### config.mk
export PLATFORM = sky130hd
export DESIGN_NAME = sp_ram_stream_reader
export DESIGN_NICKNAME = d
export VERILOG_FILES = /design/src/rtl/sp_ram_stream_reader.sv
export SDC_FILE = /design/constraint.sdc
export NUM_CORES = 1
export LEC_CHECK = 0
export CORE_ASPECT_RATIO = 0.5
export CORE_MARGIN = 2
export CORE_UTILIZATION = 55
export CTS_CLUSTER_DIAMETER = 40
export DETAILED_ROUTE_END_ITERATION = 8
export DONT_BUFFER_PORTS = 1
export HOLD_SLACK_MARGIN = 0.1
export PLACE_DENSITY_LB_ADDON = 0.08
export SKIP_CTS_REPAIR_TIMING = 1
export SLEW_MARGIN = 15
export SYNTH_ARGS = -nofsm -noshare
export SYNTH_HDL_FRONTEND = slang
export SYNTH_SLANG_ARGS = --single-unit
### constraint.sdc
create_clock -name clk -period 2.58 [get_ports clk]
set_input_delay 0.387 -clock clk [delete_from_list [all_inputs] [get_ports clk]]
set_output_delay 0.387 -clock clk [all_outputs]
set_load 0.05 [all_outputs]
### src/rtl/sp_ram_stream_reader.sv
// Read-side initiator for a single-port RAM: fetches a block of consecutive words
// and presents them as a valid/ready stream, hiding the one-cycle read latency.
module sp_ram_stream_reader #(
    parameter int RAM_SIZE   = 32768,
    parameter int ADDR_WIDTH = $clog2(RAM_SIZE),
    parameter int DATA_WIDTH = 32,
    parameter int LEN_WIDTH  = 16
) (
    input  logic                    clk,
    input  logic                    rst_i,
    input  logic                    start_i,
    input  logic [ADDR_WIDTH-1:0]   base_addr_i,
    input  logic [LEN_WIDTH-1:0]    len_i,
    output logic                    busy_o,
    output logic                    done_o,
    output logic                    ram_en_o,
    output logic [ADDR_WIDTH-1:0]   ram_addr_o,
    output logic                    ram_we_o,
    output logic [DATA_WIDTH/8-1:0] ram_be_o,
    output logic [DATA_WIDTH-1:0]   ram_wdata_o,
    input  logic [DATA_WIDTH-1:0]   ram_rdata_i,
    output logic [DATA_WIDTH-1:0]   m_data_o,
    output logic                    m_valid_o,
    output logic                    m_last_o,
    input  logic                    m_ready_i
);

    localparam int BE_WIDTH = DATA_WIDTH / 8;

    localparam logic [ADDR_WIDTH-1:0] WORD_BYTES     = ADDR_WIDTH'(BE_WIDTH);
    localparam logic [ADDR_WIDTH-1:0] ALIGN_MASK     = ~(WORD_BYTES - ADDR_WIDTH'(1'b1));
    localparam logic [ADDR_WIDTH-1:0] LAST_WORD_ADDR = ADDR_WIDTH'(RAM_SIZE - BE_WIDTH);
    localparam logic [LEN_WIDTH-1:0]  LEN_ZERO       = {LEN_WIDTH{1'b0}};
    localparam logic [LEN_WIDTH-1:0]  LEN_ONE        = LEN_WIDTH'(1'b1);

    localparam logic [0:0] ST_IDLE = 1'b0;
    localparam logic [0:0] ST_RUN  = 1'b1;

    logic [0:0]            state_r;
    logic [ADDR_WIDTH-1:0] addr_r;
    logic [LEN_WIDTH-1:0]  issue_left_r;
    logic [LEN_WIDTH-1:0]  out_left_r;
    logic                  inflight_r;
    logic                  done_r;
    logic [DATA_WIDTH-1:0] fifo_mem_r [2];
    logic                  wr_ptr_r;
    logic                  rd_ptr_r;
    logic [1:0]            fifo_cnt_r;

    logic                  run_s;
    logic                  valid_s;
    logic                  pop_s;
    logic                  last_pop_s;
    logic                  issue_s;
    logic                  start_run_s;
    logic                  start_zero_s;
    logic [2:0]            occupancy_s;
    logic [2:0]            limit_s;
    logic [ADDR_WIDTH-1:0] next_addr_s;

    assign run_s        = (state_r == ST_RUN);
    assign valid_s      = (fifo_cnt_r != 2'd0);
    assign pop_s        = valid_s & m_ready_i;
    assign last_pop_s   = pop_s & (out_left_r == LEN_ONE);
    assign start_run_s  = (state_r == ST_IDLE) & start_i & (len_i != LEN_ZERO);
    assign start_zero_s = (state_r == ST_IDLE) & start_i & (len_i == LEN_ZERO);

    // Issue a read only when the buffer plus the in-flight word leave room after this cycle's pop.
    always_comb begin
        occupancy_s = {1'b0, fifo_cnt_r} + {2'b00, inflight_r};
        limit_s     = 3'd2 + {2'b00, pop_s};
        issue_s     = 1'b0;
        if (run_s && (issue_left_r != LEN_ZERO) && (occupancy_s < limit_s)) begin
            issue_s = 1'b1;
        end else begin
            issue_s = 1'b0;
        end
    end

    // Word-address increment wrapping at the top of the RAM.
    always_comb begin
        next_addr_s = addr_r + WORD_BYTES;
        if (addr_r == LAST_WORD_ADDR) begin
            next_addr_s = {ADDR_WIDTH{1'b0}};
        end else begin
            next_addr_s = addr_r + WORD_BYTES;
        end
    end

    // Transfer control: state, read address and the issue/output word counters.
    always_ff @(posedge clk) begin
        if (rst_i) begin
            state_r      <= ST_IDLE;
            addr_r       <= {ADDR_WIDTH{1'b0}};
            issue_left_r <= LEN_ZERO;
            out_left_r   <= LEN_ZERO;
        end else begin
            case (state_r)
                ST_IDLE: begin
                    if (start_run_s) begin
                        state_r      <= ST_RUN;
                        addr_r       <= base_addr_i & ALIGN_MASK;
                        issue_left_r <= len_i;
                        out_left_r   <= len_i;
                    end
                end
                ST_RUN: begin
                    if (issue_s) begin
                        addr_r       <= next_addr_s;
                        issue_left_r <= issue_left_r - LEN_ONE;
                    end
                    if (pop_s) begin
                        out_left_r <= out_left_r - LEN_ONE;
                    end
                    if (last_pop_s) begin
                        state_r <= ST_IDLE;
                    end
                end
                default: begin
                    state_r <= ST_IDLE;
                end
            endcase
        end
    end

    // Two-entry output buffer; capture follows the read request by exactly one cycle.
    always_ff @(posedge clk) begin
        if (rst_i) begin
            inflight_r    <= 1'b0;
            wr_ptr_r      <= 1'b0;
            rd_ptr_r      <= 1'b0;
            fifo_cnt_r    <= 2'd0;
            fifo_mem_r[0] <= {DATA_WIDTH{1'b0}};
            fifo_mem_r[1] <= {DATA_WIDTH{1'b0}};
        end else begin
            inflight_r <= issue_s;
            if (inflight_r) begin
                fifo_mem_r[wr_ptr_r] <= ram_rdata_i;
                wr_ptr_r             <= ~wr_ptr_r;
            end
            if (pop_s) begin
                rd_ptr_r <= ~rd_ptr_r;
            end
            fifo_cnt_r <= fifo_cnt_r + {1'b0, inflight_r} - {1'b0, pop_s};
        end
    end

    // Completion pulse, one cycle after the final pop or a zero-length start.
    always_ff @(posedge clk) begin
        if (rst_i) begin
            done_r <= 1'b0;
        end else begin
            done_r <= last_pop_s | start_zero_s;
        end
    end

    assign busy_o      = run_s;
    assign done_o      = done_r;
    assign ram_en_o    = issue_s;
    assign ram_addr_o  = addr_r;
    assign ram_we_o    = 1'b0;
    assign ram_be_o    = {BE_WIDTH{1'b1}};
    assign ram_wdata_o = {DATA_WIDTH{1'b0}};
    assign m_data_o    = fifo_mem_r[rd_ptr_r];
    assign m_valid_o   = valid_s;
    assign m_last_o    = valid_s & (out_left_r == LEN_ONE);

endmodule

Word level (Yosys, flattened, before mapping):

Memories as Yosys holds them, arrays and structs flattened. A register that Yosys moved wholly into a read port is not among the register bits.
Index checks and enable logic that the tools add are counted.

* memories: 1
* RAM bits: 64
* word-level logic and storage cells: 65
* register bits after elaboration: 54
* bits of input ports: 67
* output and inout bits: 89

Memories
* fifo_mem_r: depth 2, bits a word 32, read ports 1, clocked after Yosys merged registers in 1, wr ports 2, RTL line 45 `logic [DATA_WIDTH-1:0] fifo_mem_r [2];`

* equal/unequal tests: 5
* reductions and logical operators: 9
* add/subtract/negate cells: 7
* $lt $le $gt $ge: 1
* bitwise gates (word level): 10
* muxes and demuxes: 23

Operator list (count)
* $pmux W16 S2: 2
* $mux W16: 3
* $mux W15: 3
* $mux W32: 1
* $reduce_bool A16 Y1: 2
* $reduce_or A32 Y1: 1
* $sub A16 B1 Y16 const B: 2
* $pmux W15 S2: 1
* $eq A16 B1 Y1 const B: 1
* $logic_not A16 Y1: 1
* $add A15 B3 Y15 const B: 1
* $eq A15 B15 Y1 const B: 1
* $mux W1: 12
* $and A1 B1 Y1: 6
* $ne A2 B2 Y1 const B: 2
* $reduce_and A2 Y1: 2
* $add A2 B1 Y3: 1
* $add A2 B1 Y3 const A: 1
* $lt A3 B3 Y1: 1
* $not A1 Y1: 3
* $add A2 B1 Y2: 1
* $logic_and A1 B1 Y1: 2
* $ne A2 B1 Y1 const B: 1
* $pmux W1 S2: 1
* 3 further kinds: 3

Logic depth before layout (Yosys ltp):

Gate-level depths: netlist (run 1).

* depth in word-level cells: 8
* depth in mapped cells: 8
* gate-level depth less buffers: 8

Worst setup path after synthesis (run 1):

OpenSTA, ideal clock, no wires.

* path type: register -> register
* from: reg addr_r[6], in the netlist ram_addr_o[6]
* to: reg addr_r[2], in the netlist ram_addr_o[2]
* slack: 0.488 ns
* clock period less this slack: 2.092 ns
* data required time: 2.447 ns
* arrival: 1.958 ns
* stages on the path, launching flop included: 7
* cell sequence: dfxtp_1 nand3_2 o41ai_2 buf_2 nor2_1 a211oi_1 nor3_1

* longest elaborated chain between the ends: 4

Ends and longest elaborated chain
* from (decl): RTL line 40 `logic [ADDR_WIDTH-1:0] addr_r;`
* from (signal assigned): RTL line 94 `addr_r <= {ADDR_WIDTH{1'b0}};`
* from (signal assigned): RTL line 102 `addr_r <= base_addr_i & ALIGN_MASK;`
* from (signal assigned): RTL line 109 `addr_r <= next_addr_s;`
* $eq A15 B15 Y1: RTL line 83 `if (addr_r == LAST_WORD_ADDR) begin`
* $mux W15: RTL line 83
* $mux W15: RTL line 108 `if (issue_s) begin`
* $pmux W15 S2: RTL line 98 `case (state_r)`

Every way passes these cells. The select of a mux whose other input is x is not followed.
A chain may end at the register's enable or synchronous reset.

Worst setup path after layout (run 1):

* from: reg fifo_cnt_r[0]
* to: out ram_en_o

* longest elaborated chain between the ends: 6

Ends and longest elaborated chain
* from (decl): RTL line 48 `logic [1:0] fifo_cnt_r;`
* from (signal assigned): RTL line 144 `fifo_cnt_r <= fifo_cnt_r + {1'b0, inflight_r} - {1'b0, pop_s};`
* $reduce_bool A2 Y1: RTL line 62 `assign valid_s = (fifo_cnt_r != 2'd0);`
* $and A1 B1 Y1: RTL line 63 `assign pop_s = valid_s & m_ready_i;`
* $add A2 B1 Y3: RTL line 71 `limit_s = 3'd2 + {2'b00, pop_s};`
* $lt A3 B3 Y1 (*): RTL line 73 `if (run_s && (issue_left_r != LEN_ZERO) && (occupancy_s < limit_s)) begin`
* $logic_and A1 B1 Y1 (*): RTL line 73
* $mux W1 (*): RTL line 73
* to (decl): RTL line 16 `output logic ram_en_o,`

Every way passes the cells marked *; elsewhere a longest branch is shown, timed or not.

==> impl_metrics.json, run 1 <==
{
  "status": "finished, final reports clean",
  "synth_cells": 647,
  "drv_cap": 0,
  "rsz0062_at_grt": "no",
  "initial_utilization_pct": 57.0,
  "r2r_start": "fifo_cnt_r[0]$_SDFF_PP0_",
  "hold_viol": 0,
  "grtUsageTotal_pct": 23.1,
  "cts.clk_slew.worst_paths_ps": 60,
  "crit_path_end_kind": "output port",
  "switching_power_mw": 2.60,
  "die_area_mm2": 0.0124,
  "met1_length_mm": 6.33,
  "crit_type": "reg2out",
  "ant_nets": 0,
  "cts_tree": "yes",
  "fin_cells": 819,
  "place_ws_ps": 282,
  "power_frac_clock_pct": 35.5,
  "setup_viol": 0,
  "antenna_found_initial": 0,
  "min_path_type": "in2reg",
  "slew_viol_final": 0,
  "p_total_mw": 6.93,
  "synthArstFlopShare_pct": 0,
  "num_rows": 27,
  "io_pins": 156,
  "setup-tns-final_ps": 0,
  "vias": 4702,
  "first_global_vias": 4467,
  "remaining_drc_errors": 0,
  "core_area_mm2": 0.0111,
  "placed_area_mm2": 0.00642,
  "ff2ff_setup_slack_ps": 270,
  "fillers": 939,
  "synth_flop_cell": "edfxtp_1",
  "period_needed_ps": 2390,
  "place_hpwl_mm": 8.99,
  "root_buffer": "clkbuf_16",
  "crit_fanout": 4,
  "cts.sink_count": 117,
  "synth_area_leaders": "edfxtp_1 (30%), dfxtp_1 (17%), and2_1 (6.5%)",
  "numPlacedInstances": 786,
  "cts.htree.levels": 4,
  "min_to": "out_left_r[15]$_SDFFE_PP0P_",
  "first_pass_iters": 5,
  "routedWlPerCell_um": 17.4,
  "synth_edf_count": 64,
  "final_util_pct": 63.8,
  "timing.rr.end": "issue_left_r[0]$_SDFFE_PP0P_",
  "routed_wl_mm": 14.3,
  "clock_latency_ps": 410,
  "synth_top_area_cell": "edfxtp_1",
  "whs_path_depth": 1,
  "port_buffers": 0,
  "gp_congestion": 0.832,
  "yosys.area.top_type_share_pct": 30.4,
  "nets": 737,
  "top_layer_used": "met4",
  "grt_pass1_wl_mm": 22.3,
  "drtIter0Drc": 233,
  "arrival_ps": 2000,
  "finalCritPeriodShare_pct": 92.5,
  "ys_ff_latch": 117,
  "whs_ps": 88.1,
  "ys_types": 64,
  "cts_buffers": 17,
  "swShare_pct": 37.6,
  "wl_met2_mm": 6.57,
  "leakage_nw": 2.72,
  "drive_gt1_share_pct": 18.0,
  "clock_path_buffers": 2,
  "die_y_um": 79.8,
  "slew_headroom_pct": 57.4,
  "rr_worst_depth": 6,
  "min-delay-start": "rst_i",
  "ir_drop_v": 0.000507,
  "met3_wirelength_mm": 1.24,
  "p_seq_share_pct": 33.6,
  "grt_start_max_net_pins": 60,
  "pwr-share-comb_pct": 30.8,
  "via_per_inst": 5.74,
  "skew_ps": 5.21,
  "gr-total-overflow": 0,
  "worstPathRequired_ps": 2190,
  "die_w_um": 156,
  "worst_slack_ps": 194,
  "num_antenna_cells": 0,
  "p_int_mw": 4.33,
  "final_area_mm2": 0.00706,
  "area_growth_pct": 11.8,
  "ys_seq_area_share_pct": 47.2,
  "power.density_mw_per_mm2": 981,
  "syn_area_mm2": 0.00632,
  "ys_warn_count": 0,
  "worst_slew_pin_slew_ps": 639,
  "avgSynthCellArea_um2": 9.76,
  "max_freq_mhz": 419,
  "critPathLaunchType": "flip-flop"
}
sequential cells by signal, indices dropped and copies added (netlist names), named ones only:
register / count
busy_o: 1
done_o: 1
fifo_cnt_r: 2
fifo_mem_r: 64
inflight_r: 1
issue_left_r: 16
out_left_r: 16
ram_addr_o: 13
rd_ptr_r: 1
wr_ptr_r: 1
how the worst max path moves through the flow:
stage / startpoint / to / slack, ps / cells past startpoint
after floorplan: ram_addr_o[6]$_SDFFE_PP0P_ / ram_addr_o[2]$_SDFFE_PP0P_ / 490 / 6
after global placement: fifo_cnt_r[0]$_SDFF_PP0_ / issue_left_r[0]$_SDFFE_PP0P_ / 320 / 6
after detailed placement: fifo_cnt_r[0]$_SDFF_PP0_ / issue_left_r[0]$_SDFFE_PP0P_ / 280 / 6
after CTS: fifo_cnt_r[0]$_SDFF_PP0_ / ram_en_o / 50 / 4
after global routing: fifo_cnt_r[0]$_SDFF_PP0_ / issue_left_r[0]$_SDFFE_PP0P_ / 70 / 6
final: fifo_cnt_r[0]$_SDFF_PP0_ / ram_en_o / 190 / 4
cells in the final DEF (no fill, tap or decap), types with 4 or more instances in the layout:
master / instances
o21ai_0: 58
nand4_1: 7
nor2_1: 49
ha_1: 9
clkinv_4: 5
a31oi_1: 4
dfxtp_1: 52
nand3_1: 6
clkbuf_16: 17
nor2b_1: 14
o31a_1: 6
xnor2_1: 5
nand2_1: 30
or2_2: 6
conb_1: 39
and2_1: 66
or3_1: 4
inv_6: 6
buf_4: 32
a21oi_1: 48
a211oi_1: 6
nor3_1: 22
edfxtp_1: 64
mux2_2: 32
nor4_1: 13
inv_1: 16
layer usage:
metal / track usage, % / up-vias
met4: 6.79 / 0
met3: 7.06 / 15
met5: 0 / -
met1: 29.8 / 2219
met2: 38.0 / 197
li1: - / 2271
power groups by stage:
stage	clock, mW	combinational (mW)	sequential, mW
final	2.46	2.14	2.33
after global routing	2.57	2.30	2.36
after global placement	0	2.10	2.36
after CTS	2.50	2.12	2.33
after detailed placement	0	2.11	2.37
after floorplan	0	1.76	2.45
synthesized netlist by cell type (all sizes together), types with 3 or more instances:
library cell,count
a211oi,7
a21oi,48
a31oi,5
and2,66
buf,55
clkbuf,20
dfxtp,53
edfxtp,64
ha,9
inv,16
mux2,32
nand2,30
nand2b,3
nand3,7
nand4,8
nor2,49
nor2b,14
nor3,22
nor3b,5
nor4,15
o21a,3
o21ai,59
o31a,6
or2,7
or3,5
or4,3
xnor2,5
xor2,3
critical path: stages, from the launching register on:
cell,delay (ps)
dfxtp_1,330
ha_1,190
ha_1,300
a211oi_2,350
and3_2,420
final cells by class:
| type | instances | area [um^2] | area share [%] |
|---|---|---|---|
| clock buffer | 17 | 425 | 6.02 |
| tap | 145 | 181 | 2.57 |
| inverter | 16 | 60.1 | 0.850 |
| clock inverter | 15 | 191 | 2.71 |
| timing repair buffer | 33 | 268 | 3.79 |
| multi-input combinational | 476 | 2950 | 41.8 |
| sequential | 117 | 2980 | 42.2 |
kinds of logic (layout without fill, tap and decap cells):
family          count (synthesis)  in the layout  synth area share, %
compound gates                149            149                 14.6
xor+xnor                        8              8                 1.11
fa+ha+maj                       9              9                 1.78
buf+inv                        91             81                 8.38
flops                         117            117                 47.2
mux                            32             32                 5.71
other cells                     2             39                0.119
simple gates                  239            239                 21.1
Note: power is estimated with default switching activity, not from simulation.
==> run 2, diff against run 1 <==
--- a/config.mk
+++ b/config.mk
@@ -5,9 +5,11 @@
 export SDC_FILE = /design/constraint.sdc
 export NUM_CORES = 1
 export LEC_CHECK = 0
+export CELL_PAD_IN_SITES_DETAIL_PLACEMENT = 2
+export CELL_PAD_IN_SITES_GLOBAL_PLACEMENT = 2
 export CORE_ASPECT_RATIO = 0.5
 export CORE_MARGIN = 2
-export CORE_UTILIZATION = 55
+export CORE_UTILIZATION = 39
 export CTS_CLUSTER_DIAMETER = 40
 export DETAILED_ROUTE_END_ITERATION = 8
 export DONT_BUFFER_PORTS = 1
==> run 2 against run 1 <==
- first-iteration DRC count is 16% lower
- sequential share of layout area down 0.53 points
- setup slack got worse by 64 ps
- combinational power up 5%
- register-to-register slack better by 120 ps
- maximum frequency fell by 2.6%
- largest cell class unchanged
- clock skew rose by 4.7 ps
- total power is 0.82% higher
- sequential power barely moved
- sequential cell count unchanged
- critical endpoint unchanged
- worst hold slack better by 75 ps
- critical path type unchanged
==> impl_metrics.json, run 2 (synthesized netlist as in run 1, its figures left out) <==
{
  "status": "finished, final reports clean",
  "die_y_um": 94.0,
  "wl_met2_mm": 9.01,
  "ir_drop_v": 0.000459,
  "drv_cap": 0,
  "startpoint": "fifo_cnt_r[0]$_SDFF_PP0_",
  "drtIter0Drc": 195,
  "fin_cells": 881,
  "r2r_start": "fifo_cnt_r[0]$_SDFF_PP0_",
  "timing.rr.end": "issue_left_r[0]$_SDFFE_PP0P_",
  "drive_gt1_share_pct": 17.7,
  "core_area_mm2": 0.0156,
  "reg_top3": "fifo_mem_r x64, issue_left_r x16, out_left_r x16",
  "gp_congestion": 0.745,
  "antenna_found_initial": 0,
  "vias": 4848,
  "first_pass_iters": 4,
  "rr_worst_depth": 6,
  "io_pins": 156,
  "nets": 740,
  "min_path_type": "in2reg",
  "cts.sink_count": 117,
  "hold_viol": 0,
  "power.density_mw_per_mm2": 977,
  "final_common_cell": "and2_1",
  "crit_type": "reg2out",
  "grtUsageTotal_pct": 21.8,
  "skew_ps": 9.96,
  "worstPathRequired_ps": 2190,
  "slew_headroom_pct": 59.1,
  "top_layer_used": "met4",
  "slew_viol_final": 0,
  "remaining_drc_errors": 0,
  "critPathLaunchType": "flip-flop",
  "largest_reg_flops": 64,
  "whs_ps": 164,
  "critical_path.endpoint": "ram_en_o",
  "ant_nets": 0,
  "finalCritPeriodShare_pct": 95.0,
  "via_per_inst": 5.50,
  "grt_pass1_wl_mm": 28.4,
  "rsz0062_at_grt": "no",
  "cts_buffers": 17,
  "clock_path_buffers": 2,
  "root_buffer": "clkbuf_16",
  "cts.htree.levels": 4,
  "grt_start_max_net_pins": 60,
  "final_util_pct": 45.8,
  "routed_wl_mm": 18.4,
  "setup-tns-final_ps": 0,
  "crit_path_end_kind": "output port",
  "first_global_vias": 5102,
  "setup_viol": 0,
  "cts_tree": "yes",
  "fillers": 1650,
  "numPlacedInstances": 848,
  "worst_slew_pin_slew_ps": 608,
  "gr-total-overflow": 0,
  "port_buffers": 0,
  "num_rows": 32,
  "leakage_nw": 2.72,
  "arrival_ps": 2060,
  "num_antenna_cells": 0,
  "met3_wirelength_mm": 1.39,
  "met1_length_mm": 7.80,
  "crit_fanout": 4,
  "p_total_mw": 6.99,
  "ff2ff_setup_slack_ps": 390,
  "top_register": "fifo_mem_r",
  "period_needed_ps": 2450,
  "cts.clk_slew.worst_paths_ps": 60,
  "area_growth_pct": 13.3,
  "most-common-layout-cells": "and2_1 (66), edfxtp_1 (64), o21ai_0 (58)",
  "initial_utilization_pct": 40.4,
  "die_area_mm2": 0.0173,
  "max_freq_mhz": 408,
  "die_w_um": 184,
  "clock_latency_ps": 420,
  "place_hpwl_mm": 12.3,
  "routedWlPerCell_um": 20.9
}
==> run 2: per-layer routing <==
layer  track usage, %  vias up
li1                 -     2282
met5                0        -
met3             7.29       17
met1             24.6     2413
met2             39.3      136
met4             6.33        0
==> run 2: metrics by stage <==
stage                     area, um^2  setup slack [ps]
after floorplan                 6450               488
after global placement          6530               233
after detailed placement        6530               173
after CTS                       7120               136
after global routing            7150              18.3
final                           7150               130
==> run 2: area by class of cell <==
class                      count  area (um^2)  share of cell area (%)
clock buffer                  20          437                    6.10
clock inverter                12          154                    2.15
inverter                      16         60.1                   0.839
multi-input combinational    476         2960                    41.4
sequential                   117         2980                    41.7
tap                          204          255                    3.57
timing repair buffer          36          303                    4.23
==> run 2: worst min-delay path by stage <==
| stage | from | to | slack [ps] | cells past startpoint |
|---|---|---|---|---|
| floorplan | out_left_r[5]$_SDFFE_PP0P_ | out_left_r[5]$_SDFFE_PP0P_ | 450 | 2 |
| global placement | out_left_r[5]$_SDFFE_PP0P_ | out_left_r[5]$_SDFFE_PP0P_ | 460 | 2 |
| detailed placement | rst_i | busy_o$_SDFF_PP0_ | 460 | 1 |
| CTS | rst_i | busy_o$_SDFF_PP0_ | 10 | 1 |
| global route | ram_rdata_i[26] | fifo_mem_r[0][26]$_SDFFCE_PN0P_ | 150 | 1 |
| finish | rst_i | out_left_r[15]$_SDFFE_PP0P_ | 160 | 2 |
==> run 2: power by group <==
group          switching, mW  total, mW  internal [mW]
registers              0.159       2.34           2.18
clock network          0.892       2.41           1.52
logic                   1.61       2.24          0.629
==> run 2: worst max-delay path, cell delays in order (launching register included) <==
cell and delay, ps:
dfxtp_1 340, ha_1 190, ha_1 300, a211oi_2 400
and3_1 220, buf_4 200
==> run 3, diff against run 2 <==
--- a/config.mk
+++ b/config.mk
@@ -7,7 +7,6 @@
 export LEC_CHECK = 0
 export CELL_PAD_IN_SITES_DETAIL_PLACEMENT = 2
 export CELL_PAD_IN_SITES_GLOBAL_PLACEMENT = 2
-export CORE_ASPECT_RATIO = 0.5
 export CORE_MARGIN = 2
 export CORE_UTILIZATION = 39
 export CTS_CLUSTER_DIAMETER = 40
==> run 3 against run 2 <==
- die area decreased by 0.35%
- total power increased by 1.7%
- cell count increased by 1.1%
- global-route usage increased by 0.29 points
- largest power group unchanged
- highest routed layer unchanged
==> impl_metrics.json, run 3 (synthesized netlist as in run 1, its figures left out) <==
{
  "seq_area_mm2": 0.00298,
  "max_freq_mhz": 402,
  "largest_reg_flops": 64,
  "grt_pass1_wl_mm": 30.0,
  "ff2ff_setup_slack_ps": 160,
  "root_buffer": "clkbuf_16",
  "cts_buffers": 17,
  "cts_tree": "yes",
  "nets": 738,
  "clock_path_buffers": 2,
  "grtUsageTotal_pct": 22.1,
  "port_buffers": 0,
  "die_area_mm2": 0.0172,
  "setup-tns-final_ps": 0,
  "cts.clk_slew.worst_paths_ps": 60,
  "drtIter0Drc": 224,
  "crit_fanout": 4,
  "period_needed_ps": 2490,
  "crit_type": "reg2out",
  "remaining_drc_errors": 0,
  "core_area_mm2": 0.0159,
  "antenna_found_initial": 0,
  "vias": 4853,
  "cts.htree.levels": 4,
  "crit_path_end_kind": "output port",
  "drv_cap": 0,
  "ir_drop_v": 0.000546,
  "routed_wl_mm": 18.7,
  "num_antenna_cells": 0,
  "initial_utilization_pct": 39.8,
  "arrival_ps": 2100,
  "cts.sink_count": 117,
  "setup_viol": 0,
  "grt_start_max_net_pins": 60,
  "gr-total-overflow": 0,
  "area_growth_pct": 13.6,
  "hold_viol": 0,
  "finalCritPeriodShare_pct": 96.4,
  "min-delay-start": "rst_i",
  "r2r_start": "fifo_cnt_r[0]$_SDFF_PP0_",
  "leakage_nw": 2.72,
  "first_global_vias": 5268,
  "multiInputGateArea_mm2": 0.00295,
  "drive_gt1_share_pct": 17.8,
  "fillers": 1708,
  "reg_top3": "fifo_mem_r x64, issue_left_r x16, out_left_r x16",
  "routedWlPerCell_um": 21.0,
  "power.density_mw_per_mm2": 991,
  "num_rows": 46,
  "final_util_pct": 45.2,
  "critPathLaunchType": "flip-flop",
  "gp_congestion": 0.797,
  "startpoint": "fifo_cnt_r[0]$_SDFF_PP0_",
  "min_path_type": "in2reg",
  "final_common_cell": "and2_1",
  "place_ws_ps": 168,
  "slew_viol_final": 0,
  "top_register": "fifo_mem_r",
  "clock_latency_ps": 420,
  "first_pass_iters": 4,
  "status": "finished, final reports clean",
  "worstPathRequired_ps": 2190,
  "most-common-layout-cells": "and2_1 (66), edfxtp_1 (64), o21ai_0 (58)",
  "io_pins": 156,
  "via_per_inst": 5.45,
  "ant_nets": 0,
  "place_hpwl_mm": 12.5,
  "die_y_um": 131,
  "slew_headroom_pct": 43.6,
  "worst_slack_ps": 92.0,
  "die_w_um": 131,
  "worst_slew_pin_slew_ps": 837,
  "whs_ps": 106,
  "skew_ps": 9.15
}
==> run 3: critical path: stages (launching register included) <==
cell	delay (ps)
dfxtp_1	340
ha_1	200
ha_1	310
a211oi_2	370
and3_2	460
==> run 3: power by group <==
part	switching [mW]	leakage, nW	total, mW	internal [mW]
clock	0.900	0.297	2.52	1.62
combinational	1.63	1.32	2.25	0.615
sequential	0.156	1.10	2.34	2.18
total	2.69	2.72	7.11	4.42
==> run 3: path summary, 6_finish.rpt <==
| kind | end | cells after the start |
|---|---|---|
| min | out_left_r[15]$_SDFFE_PP0P_ | 1 |
| min reg2reg | out_left_r[14]$_SDFFE_PP0P_ | 2 |
| max reg2reg | issue_left_r[0]$_SDFFE_PP0P_ | 6 |
| max | ram_en_o | 4 |
==> run 3: cell type report <==
class,count,area share (%)
clock buffers,18,5.98
flip-flops and latches,117,41.6
well taps,216,3.77
clock inverters,14,2.79
multi-input cells,476,41.2
inverters,16,0.837
repair buffers,34,3.87
==> run 3: routing by layer <==
| layer | part of all wire [%] | track usage (%) | vias to the layer above |
|---|---|---|---|
| met5 | 0 | 0 | - |
| met4 | 1.2 | 6.40 | 0 |
| met3 | 4.6 | 5.71 | 19 |
| met2 | 50 | 37.6 | 120 |
| met1 | 44 | 27.6 | 2432 |
| li1 | - | - | 2282 |
==> run 3: through the flow <==
step	cells	power [mW]	area, um^2
after CTS	889	7.16	7140
after global routing	891	7.46	7180
final	891	7.11	7180
after detailed placement	857	4.60	6510
after global placement	857	4.51	6510
after floorplan	684	4.21	6450
